===== src/rtl/seed_loader.sv =====
// seed_loader: writes one of four seed patterns into the four 4x4 blocks of
// the life board, optionally aligned to the start of a video frame so the
// board never changes mid-scan.
module seed_loader #(
  parameter bit          SYNC_TO_FRAME = 1'b1,
  parameter logic [15:0] LFSR_SEED     = 16'hACE1
) (
  input  logic        clk,
  input  logic        reset,
  input  logic        start,
  input  logic [1:0]  pattern_sel,
  input  logic        frame,
  output logic        wr_en,
  output logic [1:0]  wr_addr,
  output logic [15:0] wr_data,
  output logic        busy,
  output logic        done
);

  typedef enum logic [1:0] {
    IDLE       = 2'd0,
    WAIT_FRAME = 2'd1,
    WRITE      = 2'd2,
    DONE       = 2'd3
  } state_t;

  localparam logic [15:0] GLIDER_WORD  = 16'h0742;
  localparam logic [15:0] BLINKER_WORD = 16'h0070;

  state_t      state_q, state_d;
  logic [1:0]  pat_q, pat_d;
  logic [1:0]  addr_q, addr_d;
  logic [15:0] lfsr_q, lfsr_d;
  logic [15:0] data_q, data_d;
  logic        wr_en_q, busy_q, done_q;
  logic        lfsr_fb;

  // Next-state logic; the pattern is captured only when a start is accepted.
  // frame is not looked at in IDLE, so a pulse coincident with the accepted
  // start is ignored and the load waits for the following frame.
  always_comb begin
    state_d = state_q;
    pat_d   = pat_q;
    case (state_q)
      IDLE: begin
        if (start) begin
          pat_d   = pattern_sel;
          state_d = SYNC_TO_FRAME ? WAIT_FRAME : WRITE;
        end
      end
      WAIT_FRAME: begin
        if (frame) begin
          state_d = WRITE;
        end
      end
      WRITE: begin
        if (addr_q == 2'd3) begin
          state_d = DONE;
        end
      end
      DONE: begin
        state_d = IDLE;
      end
      default: begin
        state_d = IDLE;
      end
    endcase
  end

  // Datapath: outputs are precomputed from the next state so that the
  // registered strobe, address and data line up with the WRITE cycles.
  // The LFSR steps only at the end of a pattern-3 write cycle, and the
  // word presented in each write cycle is the LFSR value held during it.
  always_comb begin
    lfsr_fb = lfsr_q[15] ^ lfsr_q[13] ^ lfsr_q[12] ^ lfsr_q[10];
    lfsr_d  = lfsr_q;
    if (state_q == WRITE && pat_q == 2'd3) begin
      lfsr_d = {lfsr_q[14:0], lfsr_fb};
    end
    addr_d = 2'd0;
    data_d = 16'h0000;
    if (state_d == WRITE) begin
      addr_d = (state_q == WRITE) ? addr_q + 2'd1 : 2'd0;
      case (pat_d)
        2'd0:    data_d = 16'h0000;
        2'd1:    data_d = (addr_d == 2'd0) ? GLIDER_WORD : 16'h0000;
        2'd2:    data_d = BLINKER_WORD;
        default: data_d = lfsr_d;
      endcase
    end
  end

  // State, latched pattern, LFSR and all registered outputs.
  always_ff @(posedge clk or posedge reset) begin
    if (reset) begin
      state_q <= IDLE;
      pat_q   <= 2'd0;
      lfsr_q  <= LFSR_SEED;
      addr_q  <= 2'd0;
      data_q  <= 16'h0000;
      wr_en_q <= 1'b0;
      busy_q  <= 1'b0;
      done_q  <= 1'b0;
    end else begin
      state_q <= state_d;
      pat_q   <= pat_d;
      lfsr_q  <= lfsr_d;
      addr_q  <= addr_d;
      data_q  <= data_d;
      wr_en_q <= (state_d == WRITE);
      busy_q  <= (state_d == WAIT_FRAME) || (state_d == WRITE);
      done_q  <= (state_d == DONE);
    end
  end

  assign wr_en   = wr_en_q;
  assign wr_addr = addr_q;
  assign wr_data = data_q;
  assign busy    = busy_q;
  assign done    = done_q;

endmodule


===== config.mk =====
export PLATFORM = sky130hd
export DESIGN_NAME = seed_loader
export DESIGN_NICKNAME = d
export VERILOG_FILES = /design/src/rtl/seed_loader.sv
export SDC_FILE = /design/constraint.sdc
export NUM_CORES = 1
export LEC_CHECK = 0
export ABC_CLOCK_PERIOD_IN_PS = 4600
export CAP_MARGIN = 20
export CELL_PAD_IN_SITES_DETAIL_PLACEMENT = 1
export CELL_PAD_IN_SITES_GLOBAL_PLACEMENT = 1
export CORE_AREA = 2 2 63 65
export CTS_CLUSTER_DIAMETER = 200
export CTS_CLUSTER_SIZE = 20
export DETAILED_ROUTE_END_ITERATION = 16
export DIE_AREA = 0 0 65 67
export PLACE_DENSITY_LB_ADDON = 0.1
export SYNTH_ARGS = -nofsm -noshare
export SYNTH_HDL_FRONTEND = slang
export SYNTH_SLANG_ARGS = --single-unit

===== constraint.sdc =====
create_clock -name clk -period 4.6 [get_ports clk]
set_clock_uncertainty 0.2 [all_clocks]
set_input_delay 0.69 -clock clk [delete_from_list [all_inputs] [get_ports clk]]
set_output_delay 0.69 -clock clk [all_outputs]
set_load 0.01 [all_outputs]

* Word level (Yosys, flattened, before mapping)
Index checks and enable logic that the tools add are counted.
Operators by class: add/sub/neg operators 1, $mul 0, div/mod/pow operators 0, magnitude comparators 0, equality and inequality tests 10, shift-type cells 0, multiplexer cells 12, bitwise gates (word level) 3, reductions and logical operators 5
Operator list (number):
- $pmux 16 s3 | 1
- $mux 16 | 2
- $eq 2x2->1 const B | 7
- $mux 2 | 7
- $mux 11 | 1
- $pmux 2 s4 | 1
- $eq 2x1->1 const B | 3
- $logic_not 2->1 | 3
- $xor 1x1->1 | 3
- $add 2x1->2 const B | 1
- $logic_and 1x1->1 | 1
- $logic_or 1x1->1 | 1
Word-level totals: bits in registers 41, bits in latches 0, RAM bits 0, memory bits (read-only) 0, bits of input ports 6, output and inout port bits 21, word-level logic and storage cells 39, memories kept 0

* Longest topological paths before layout
depth in word-level cells 6, depth in mapped cells 6, depth with buffers taken out 6

* Least setup slack after synthesis
Ideal clock, no wire load.
path type input -> register, start point input port start, end point register data_q[10] (netlist: wr_data[10]), library setup time 0.128 ns, data arrival time 1.550 ns, required time 4.272 ns, path slack 2.722 ns, stages on the path 4, buffers on the path 0, cell sequence nor3b_2 > mux2_4 > o211ai_2 > a21oi_1
On the way: cells in the longest elaborated chain, start to end 5, elaborated cells on any way between the ends 10
Ends and longest elaborated chain:
- start, declared | RTL line 10 | input logic start,
- $mux 2 * | RTL line 46 | if (start) begin
- $mux 2 * | RTL line 44 | case (state_q)
- named net pat_d[1] | RTL line 31 | logic [1:0] pat_q, pat_d;
- $eq 2x2->1 (tied with other cells) | RTL line 84 | case (pat_d)
- $pmux 16 s3 * | RTL line 84
- $mux 16 * | RTL line 82 | if (state_d == WRITE) begin
- named net data_d[10] | RTL line 34 | logic [15:0] data_q, data_d;
- end signal, assigned | RTL line 109 | data_q <= data_d;
- end, declared | RTL line 34
The timed path passes the listed nets; every way through them passes the cells marked *.

* Worst setup path after layout
start point input port start, end point register data_q[8] (netlist: wr_data[8])
The elaborated chain is that of the path after synthesis.

==> results_tabular.tex <==
\begin{tabular}{lr}
\hline
Metric & Value \\
\hline
\multicolumn{2}{l}{\textbf{Die}} \\
Row count & 22 \\
Placeable core area & 3606 um\^{}2 \\
Number of I/O pins & 27 \\
Floorplan die height & 67 um \\
DIE AREA & 4355 um\^{}2 \\
Starting density of the core & 0.4445 \\
Die extent in x & 65 um \\
\multicolumn{2}{l}{\textbf{Timing}} \\
Tightest slew margin relative to the limit & 0.3827 \\
Accumulated negative setup slack & 0 ns \\
Period Utilization, post-route & 0.4879 \\
RSZ-0062 raised after global routing & false \\
Maximum operating frequency & 0.4455 GHz \\
Slew @ Worst Pin & 0.9250 ns \\
Time the worst path needs with I/O delays and setup & 2.244 ns \\
Number of slew-limit violations in the final report & 0 \\
Final Hold Vio Count & 0 \\
Count of final setup violators & 0 \\
Crit path setup slack, layout & 2.356 ns \\
\multicolumn{2}{l}{\textbf{Clock network}} \\
Post-CTS resize count & 0 \\
Clock latency reported for the late side of the worst-skew pair & 0.29 ns \\
Buffers inserted during post-CTS setup optimization & 0 \\
CTS Hold Buffers Added & 0 \\
Clock tree from TritonCTS & yes \\
Bufs on Longest Clock Path & 2 \\
H-tree depth & 2 \\
Number of buffers created by CTS & 5 \\
Clock root buffer & sky130\_fd\_sc\_hd\_\_clkbuf\_8 \\
Clock transition at path regs & 0.08 ns \\
\# clock sinks & 41 \\
\multicolumn{2}{l}{\textbf{Synth}} \\
Cell type with the highest aggregate area in the netlist & sky130\_fd\_sc\_hd\_\_dfrtp\_1 \\
Yosys warnings & 0 \\
Synth top area share & 0.5152 \\
Post-Syn Instances & 110 \\
Yosys cell types & 23 \\
Net Count, Synth & 119 \\
Number of register bits inferred by synthesis & 41 \\
Post-synthesis average cell area & 14.57 um\^{}2 \\
Synth top area cells & sky130\_fd\_sc\_hd\_\_dfrtp\_1 (52\%), sky130\_fd\_sc\_hd\_\_dfstp\_2 (13\%), sky130\_fd\_sc\_hd\_\_mux2\_2 (4.9\%) \\
Share of async-settable or async-resettable flops after synthesis & 1.000 \\
Count of flip-flops with a built-in enable after synthesis & 0 \\
Sequential cell area fraction in the yosys report & 0.6464 \\
Synthesized area & 1603 um\^{}2 \\
Primary FF master, synth & sky130\_fd\_sc\_hd\_\_dfrtp\_1 \\
\multicolumn{2}{l}{\textbf{Run}} \\
MaxCap Viol Count & 0 \\
\multicolumn{2}{l}{\textbf{Detailed routing}} \\
Average vias per placed instance & 4.740 \\
Length of the first detailed-routing pass in iterations & 4 \\
Number of nets with antenna violations after routing & 0 \\
Routed via count & 910 \\
Per-cell routed wire length & 14.65 um \\
Overall routed net length & 2812 um \\
DR iter-0 viols & 32 \\
Residual DRC count & 0 \\
\multicolumn{2}{l}{\textbf{Critical path}} \\
CP startpoint & start \\
Cell-by-cell listing of the critical path & clkdlybuf4s50\_1, nor3b\_2, mux2\_4, o211ai\_2, a21oi\_1 \\
Required time worst endpoint & 4.56 ns \\
Reg-to-reg critical path endpoint & wr\_data[8]\$\_DFF\_PP0\_ \\
Critical path's top delay family & buffers and inverters \\
Register-to-register path setup slack & 2.60 ns \\
Critical path capture point & wr\_data[8]\$\_DFF\_PP0\_ \\
Largest fanout on the critical path & 9 \\
Critical path arrival & 2.21 ns \\
Critical Path Stages & 5 \\
Startpoint Class & input port \\
Critical path buffer and inverter count & 1 \\
Number of cells on the worst reg-to-reg path & 5 \\
Crit path max-delay cell type & sky130\_fd\_sc\_hd\_\_clkdlybuf4s50\_1 \\
Highest cell delay on the worst timing path & 0.47 ns \\
Crit. End Element & flop \\
Worst setup path class & input port to flop \\
Worst reg2reg startpoint & state\_q[1]\$\_DFF\_PP0\_ \\
\multicolumn{2}{l}{\textbf{Placed design}} \\
Cell count after placement & 184 \\
DP HPWL & 2076 um \\
Place WS & 2.060 ns \\
Weighted congestion at the end of routability-driven global placement & 0.6920 \\
Number of buffers inserted by port buffering & 26 \\
\multicolumn{2}{l}{\textbf{Global routing}} \\
Overall routing resource usage & 0.1547 \\
Pin count of the biggest net entering global routing & 26 \\
Antenna violations before repair & 0 \\
Leftover overflow at the end of global routing & 0 \\
Global-route wire length before repair & 4850 um \\
Number of global-route vias before repair & 1009 \\
\multicolumn{2}{l}{\textbf{Worst hold path}} \\
Type of the tightest min-delay check & flop to flop \\
\multicolumn{2}{l}{\textbf{Pwr}} \\
P\_leak & 0.9974 nW \\
P per Cell Area & 462.5 nW/um\^{}2 \\
Max IR drop VDD & 0.0002338 V \\
\multicolumn{2}{l}{\textbf{Finish}} \\
Final Instance Count excl. Fillers & 192 \\
Layout Nets & 152 \\
Sequential cell area & 1036 um\^{}2 \\
Layout fillers & 369 \\
Total area of multi-input combinational cells & 514.2 um\^{}2 \\
Area Growth Syn to Fin & 25.37\% \\
Fraction of final layout cells with drive strength greater than 1 & 0.2153 \\
Diodes inserted & 0 \\
\multicolumn{2}{l}{\textbf{Run status}} \\
Outcome & finished, final reports clean \\
\hline
\end{tabular}
==> cell usage in the layout, fill, tap and decap left out <==
cell type and instances:
sky130_fd_sc_hd__o21ai_0 2, sky130_fd_sc_hd__nor2b_4 1, sky130_fd_sc_hd__dfstp_2 8, sky130_fd_sc_hd__ha_1 3
sky130_fd_sc_hd__o21bai_1 1, sky130_fd_sc_hd__mux2i_1 7, sky130_fd_sc_hd__nand3_4 1, sky130_fd_sc_hd__nand4b_4 1
sky130_fd_sc_hd__clkbuf_8 6, sky130_fd_sc_hd__buf_4 1, sky130_fd_sc_hd__dfrtp_1 33, sky130_fd_sc_hd__nand2b_1 2
sky130_fd_sc_hd__xnor2_1 3, sky130_fd_sc_hd__mux2_2 7, sky130_fd_sc_hd__nand2_1 3, sky130_fd_sc_hd__o22ai_1 1
sky130_fd_sc_hd__o211ai_2 1, sky130_fd_sc_hd__clkdlybuf4s50_1 26, sky130_fd_sc_hd__o22a_1 1, sky130_fd_sc_hd__and3_1 2
sky130_fd_sc_hd__a21oi_1 6, sky130_fd_sc_hd__clkbuf_1 2, sky130_fd_sc_hd__nor3b_2 1, sky130_fd_sc_hd__mux2_4 4
sky130_fd_sc_hd__nor2b_1 10, sky130_fd_sc_hd__inv_1 11
==> kinds of logic after synthesis <==
family                   share of synthesized area
AO/OA/AOI/OAI                              0.04684
XOR/XNOR                                   0.01640
adder cells (fa/ha/maj)                    0.02342
buffers and inverters                      0.03279
flip-flops                                  0.6464
multiplexers                                0.1304
AND/OR/NAND/NOR                             0.1038
==> per-stage QoR <==
| stage | instance area, um^2 | power (W) | hold WS, ns | utilization |
|---|---|---|---|---|
| floorplan | 1603 | 0.0006068 | 0.2660 | - |
| global placement | 1919 | 0.0007003 | 0.2981 | 0.5323 |
| detailed placement | 1919 | 0.0007081 | 0.3110 | 0.5323 |
| CTS | 2009 | 0.0009498 | 0.3286 | 0.5573 |
| global route | 2009 | 0.0009936 | 0.3573 | 0.5573 |
| finish | 2009 | 0.0009294 | 0.3243 | 0.5573 |
==> worst reg2reg max path, cell delays in order, from the launching register on <==
cell and delay (ns):
sky130_fd_sc_hd__dfrtp_1 0.46, sky130_fd_sc_hd__nor2b_1 0.29, sky130_fd_sc_hd__o21bai_1 0.20, sky130_fd_sc_hd__ha_1 0.38
sky130_fd_sc_hd__o211ai_2 0.20, sky130_fd_sc_hd__a21oi_1 0.19
==> area by class of cell <==
| cell class | count | area share |
|---|---|---|
| inverters | 11 | 0.02055 |
| clock buffers | 8 | 0.04483 |
| multi-input cells | 57 | 0.2559 |
| flip-flops and latches | 41 | 0.5156 |
| well taps | 48 | 0.02989 |
| repair buffers | 27 | 0.1333 |
==> power by group <==
group | switching, W | total [W] | internal (W) | leakage (nW)
registers | 0.0000316 | 0.000438 | 0.000406 | 0.532
clock network | 0.000112 | 0.000234 | 0.000122 | 0.0455
logic | 0.000135 | 0.000257 | 0.000122 | 0.420
==> synth_stat cells (all sizes together) (2+ instances only) <==
master / number
nor2b: 11
nand2b: 2
mux2i: 7
dfstp: 8
and3: 2
xnor2: 3
nand2: 3
inv: 11
mux2: 11
a21oi: 6
ha: 3
o21ai: 2
dfrtp: 33
==> sequential cells by signal (all words and copies together) (netlist names) <==
name	count
pat_q	2
busy	1
done	1
wr_en	1
state_q	2
wr_data	16
wr_addr	2
lfsr_q	16
==> worst min path at each step <==
stage / from / to / slack (ns) / cells past startpoint
after CTS: lfsr_q[14]$_DFF_PP0_ / lfsr_q[14]$_DFF_PP0_ / 0.33 / 1
after global routing: lfsr_q[9]$_DFF_PP0_ / lfsr_q[9]$_DFF_PP0_ / 0.36 / 2
after floorplan: lfsr_q[3]$_DFF_PP0_ / lfsr_q[4]$_DFF_PP0_ / 0.27 / 2
after detailed placement: lfsr_q[9]$_DFF_PP0_ / lfsr_q[9]$_DFF_PP0_ / 0.31 / 2
after global placement: lfsr_q[8]$_DFF_PP0_ / lfsr_q[9]$_DFF_PP0_ / 0.30 / 2
final: lfsr_q[9]$_DFF_PP0_ / lfsr_q[9]$_DFF_PP0_ / 0.32 / 2
==> layer usage <==
layer | track usage | vias up | routed length, um
met2 | 0.2680 | 22 | 1470
met4 | 0.07181 | 0 | 55
met1 | 0.1787 | 454 | 1170
met5 | 0 | - | 0
li1 | - | 427 | -
met3 | 0.04054 | 7 | 116
(Power assumes the default switching activity.)
